$ cat src/rtl/arb_pkg.sv
// Shared select encoding for the 3:1 data mux and its round-robin arbiter.
// The mux integrator imports this package too, so both sides agree on sel_t.
package arb_pkg;

    typedef logic [1:0] sel_t;

    localparam sel_t SEL_D0 = 2'b00;
    localparam sel_t SEL_D1 = 2'b01;
    localparam sel_t SEL_D2 = 2'b10;

    // Pointer value after reset; source 0 is searched first.
    localparam logic [1:0] LAST_RST = 2'd2;

    function automatic sel_t idx2sel(input logic [1:0] idx);
        sel_t s;
        case (idx)
            2'd1:    s = SEL_D1;
            2'd2:    s = SEL_D2;
            default: s = SEL_D0;
        endcase
        return s;
    endfunction

endpackage

$ cat src/rtl/rr_pick3.sv
// Combinational round-robin pick among three requesters.
// Search starts at last+1 (mod 3); with no request the winner reads as 0.
module rr_pick3 (
    input  logic [1:0] last,
    input  logic [2:0] in_valid,
    output logic [1:0] win,
    output logic       any
);

    assign any = |in_valid;

    always_comb begin
        win = 2'd0;
        case (last)
            2'd0: begin
                if (in_valid[1])      win = 2'd1;
                else if (in_valid[2]) win = 2'd2;
                else                  win = 2'd0;
            end
            2'd1: begin
                if (in_valid[2])      win = 2'd2;
                else if (in_valid[0]) win = 2'd0;
                else if (in_valid[1]) win = 2'd1;
                else                  win = 2'd0;
            end
            default: begin
                if (in_valid[0])      win = 2'd0;
                else if (in_valid[1]) win = 2'd1;
                else if (in_valid[2]) win = 2'd2;
                else                  win = 2'd0;
            end
        endcase
    end

endmodule

$ cat src/rtl/rr_arb3.sv
// Three-source round-robin arbiter driving the 3:1 mux select and capturing
// the selected word into a one-deep valid/ready output register.
module rr_arb3
    import arb_pkg::*;
#(
    parameter int unsigned WIDTH = 8,
    parameter int unsigned CNTW  = 16
) (
    input  logic             clk,
    input  logic             reset,
    input  logic [2:0]       in_valid,
    output logic [2:0]       in_ready,
    output sel_t             sel,
    input  logic [WIDTH-1:0] mux_y,
    output logic [WIDTH-1:0] out_data,
    output logic             out_valid,
    input  logic             out_ready,
    output logic [CNTW-1:0]  xfer_cnt
);

    logic [1:0]       last_q, last_d;
    logic [WIDTH-1:0] out_data_q, out_data_d;
    logic             out_valid_q, out_valid_d;
    logic [CNTW-1:0]  xfer_cnt_q, xfer_cnt_d;

    logic [1:0] win;
    logic       any;
    logic       can_take;
    logic       grant;

    rr_pick3 u_pick (
        .last     (last_q),
        .in_valid (in_valid),
        .win      (win),
        .any      (any)
    );

    assign can_take = !out_valid_q || out_ready;
    // Sources must never see a handshake in a reset cycle.
    assign grant    = any && can_take && !reset;

    // Select follows the winner even under backpressure so the mux settles early.
    always_comb begin
        sel      = any ? idx2sel(win) : SEL_D0;
        in_ready = 3'b000;
        if (grant) begin
            case (win)
                2'd0:    in_ready = 3'b001;
                2'd1:    in_ready = 3'b010;
                2'd2:    in_ready = 3'b100;
                default: in_ready = 3'b000;
            endcase
        end
    end

    always_comb begin
        last_d      = last_q;
        out_data_d  = out_data_q;
        out_valid_d = out_valid_q;
        xfer_cnt_d  = xfer_cnt_q;
        if (grant) begin
            last_d      = win;
            out_data_d  = mux_y;
            out_valid_d = 1'b1;
            xfer_cnt_d  = xfer_cnt_q + 1'b1;
        end else if (out_ready) begin
            out_valid_d = 1'b0;
        end
    end

    always_ff @(posedge clk) begin
        if (reset) begin
            last_q      <= LAST_RST;
            out_data_q  <= '0;
            out_valid_q <= 1'b0;
            xfer_cnt_q  <= '0;
        end else begin
            last_q      <= last_d;
            out_data_q  <= out_data_d;
            out_valid_q <= out_valid_d;
            xfer_cnt_q  <= xfer_cnt_d;
        end
    end

    assign out_data  = out_data_q;
    assign out_valid = out_valid_q;
    assign xfer_cnt  = xfer_cnt_q;

endmodule

$ cat config.mk
export PLATFORM = sky130hd
export DESIGN_NAME = rr_arb3
export DESIGN_NICKNAME = d
export VERILOG_FILES = /design/src/rtl/arb_pkg.sv /design/src/rtl/rr_pick3.sv /design/src/rtl/rr_arb3.sv
export SDC_FILE = /design/constraint.sdc
export NUM_CORES = 1
export LEC_CHECK = 0
export ABC_AREA = 1
export CORE_ASPECT_RATIO = 0.9
export CORE_MARGIN = 5
export CORE_UTILIZATION = 45
export CTS_CLUSTER_DIAMETER = 150
export DETAILED_ROUTE_END_ITERATION = 8
export HOLD_SLACK_MARGIN = 0.08
export PLACE_DENSITY_LB_ADDON = 0.15
export SYNTH_ARGS = -nofsm -noshare
export SYNTH_HDL_FRONTEND = slang
export SYNTH_SLANG_ARGS = --single-unit
export TNS_END_PERCENT = 20
$ cat constraint.sdc
create_clock -name clk -period 1.6 [get_ports clk]
set_input_delay 0.24 -clock clk [delete_from_list [all_inputs] [get_ports clk]]
set_output_delay 0.24 -clock clk [all_outputs]
set_load 0.005 [all_outputs]
==> run_results.csv <==
group,metric,value,unit
timing,rsz0062_at_grt,"true",
timing,finalCritPeriodShare,0.992,
timing,slew_violations,0,
timing,fin_skew,6.35,ps
setup_path,worstSetupPathType,"reg2out",
placement,post_dp_cell_area,1880,sq um
clock_network,htree_levels,1,
worst_hold_path,hp-start,"mux_y[2]",
power_and_ir_drop,powerDensity,661,nW/um^2
setup_path,cp.required,1360,ps
final_layout,fill_cells,222,
yosys,yosysWarnings,0,
floorplan,die_h,61.3,um
grt,grt_overflow,0,
flow_run,drv_cap,0,
clock_network,clk_latency,330,ps
timing,worstMarginPinSlew,314,ps
timing,fmax,630,MHz
final_layout,fin_area,2050,sq um
clock_network,cts.sinks,27,
yosys,synth.cell_area,1310,sq um
routing,routed_wl,3780,um
setup_path,startpoint_type,"flip-flop",
clock_network,cts_root_buffer,"clkbuf_4",
setup_path,cp_max_fo,3,
grt,antenna_found_initial,0,
routing,dr.pass1.iters,4,
power_and_ir_drop,vdd_drop_max,0.491,mV
final_layout,final_layout_size_suffix_gt1_frac,0.280,
yosys,netlist_instances,185,
setup_path,reg2reg_from,"last_q[0]",
grt,grt_max_degree,16,
floorplan,die_width,67.0,um
yosys,async_flop_share,0,
routing,ant_nets,0,
yosys,synth-edff-count,0,
yosys,ys.flop_type,"dfxtp_1",
routing,vias_per_cell,4.84,
clock_network,path_clk_slew,150,ps
clock_network,cts_tree,"built",
worst_hold_path,hp-class,"in2reg",
placement,place_inst,279,
yosys,ys_seq_area_frac,0.411,
final_layout,area_growth,56.3,%
routing,drtIter0Drc,68,
grt,grt_pass1_wl,6260,um
yosys,avgSynthCellArea,7.10,sq um
power_and_ir_drop,cellLeakagePower,0.895,nW
grt,grt_usage,0.200,
floorplan,fp-row-count,18,
setup_path,crit_start,"last_q[0]",
routing,drc_errors,0,
clock_network,cts_buffer_depth,2,
yosys,ys_types,26,
setup_path,cp.arrival,1350,ps
timing,setup_viol,0,
floorplan,design.core.area,2770,sq um
timing,setup_slack,12.4,ps
floorplan,start_util,0.474,
timing,timing.hold.ws,448,ps
final_layout,multi_input_area,706,sq um
placement,gp_congestion,0.803,
timing,min_period,1590,ps
placement,dp_hpwl,2650,um
placement,portBuffers,43,
yosys,ys_seq_elements,27,
setup_path,end_kind,"output port",
floorplan,ios,44,
final_layout,fin_cells,294,
grt,grt_pass1_vias,1434,
floorplan,die-area,4100,sq um
final_layout,mostFrequentLayoutCell,"nand2_1",
placement,pre_cts_slack,-508,ps
final_layout,final_cell_mix,"54 x nand2_1, 35 x clkdlybuf4s50_1, 26 x nor2_1",
final_layout,antennaDiodeCount,0,
outcome,outcome,"completed",
clock_network,cts_buffers,3,
yosys,syn_nets,200,
routing,routedWlPerCell,12.8,um
routing,vias,1423,
final_layout,finalNetCount,270,
timing,hold_viol,0,
power_and_ir_drop,finalPower,1.36,mW
final_layout,seq_area,561,sq um
timing,slew_headroom,0.789,
## flip-flops by register name, indices dropped and copies added, names as in the netlist
name / cells
xfer_cnt: 16
out_data: 8
last_q: 2
out_valid: 1
## worst max-delay path, cell delays in order, from the launching register on
cell     delay [ps]
dfxtp_4         410
inv_4            40
o21ai_2         110
nand2_2          80
o31ai_4          70
buf_4           160
nor3_2           30
buf_2           120
## synthesized netlist by cell type (2+ instances only)
cell type  count  area share
a21oi_1       18       0.069
inv_1         16       0.046
nor3_1         5       0.019
nand2_2        4       0.019
nor2_1        27       0.077
xor2_1         2       0.013
nor2_2         2      0.0095
nand2_1       56        0.16
o21ai_0        3       0.011
buf_6          2       0.017
dfxtp_1       27        0.41
clkbuf_1       2      0.0057
nor2_8         2       0.030
nand3_1        7       0.027
## layer usage
metal | up-vias | global-route usage | wire [um]
li1 | 720 | - | -
met1 | 654 | 0.237 | 1650
met2 | 43 | 0.353 | 1850
met3 | 6 | 0.0602 | 218
met4 | 0 | 0.0607 | 50
met5 | - | 0 | 0
## power breakdown
group	switching [mW]	internal, mW
clock network	0.212	0.0940
logic	0.137	0.182
registers	0.0285	0.705
total	0.378	0.980
## path summary, 6_finish.rpt
kind	endpoint	slack [ps]	depth (start not counted)
setup / recovery	in_ready[0]	10	7
hold / removal	out_data[2]	450	3
setup reg to reg	last_q[0]	70	9
hold reg to reg	out_data[2]	470	2
## what timing repair did
item	4_1_cts	5_1_grt
hold buffers	0	0
gates resized for setup	35	22
buffers inserted	15	1
endpoints found under the setup margin	6	16
pin swaps	5	4
## cell families after synthesis
kind of cell / synth area share
xor gates and xnor gates: 0.0200
AOI/OAI and AO/OA: 0.101
adders and majority gates: 0.00952
DFF: 0.411
buffers and inverters: 0.0810
and+or+nand+nor: 0.377
## per-stage QoR
stage	util	TNS, ps
after detailed placement	0.678	-2130
after floorplan	-	0
after global routing	0.741	-267
final	0.741	0
after global placement	0.678	-1750
after CTS	0.727	-82.9
## area by class of cell
type / count / share of cell area
Clock buffer: 3 / 0.0110
Clock inverter: 1 / 0.00244
Inverter: 18 / 0.0347
Multi-Input combinational cell: 135 / 0.344
Sequential cell: 27 / 0.273
Tap cell: 40 / 0.0244
Timing Repair Buffer: 70 / 0.311
(Power assumes the default switching activity.)
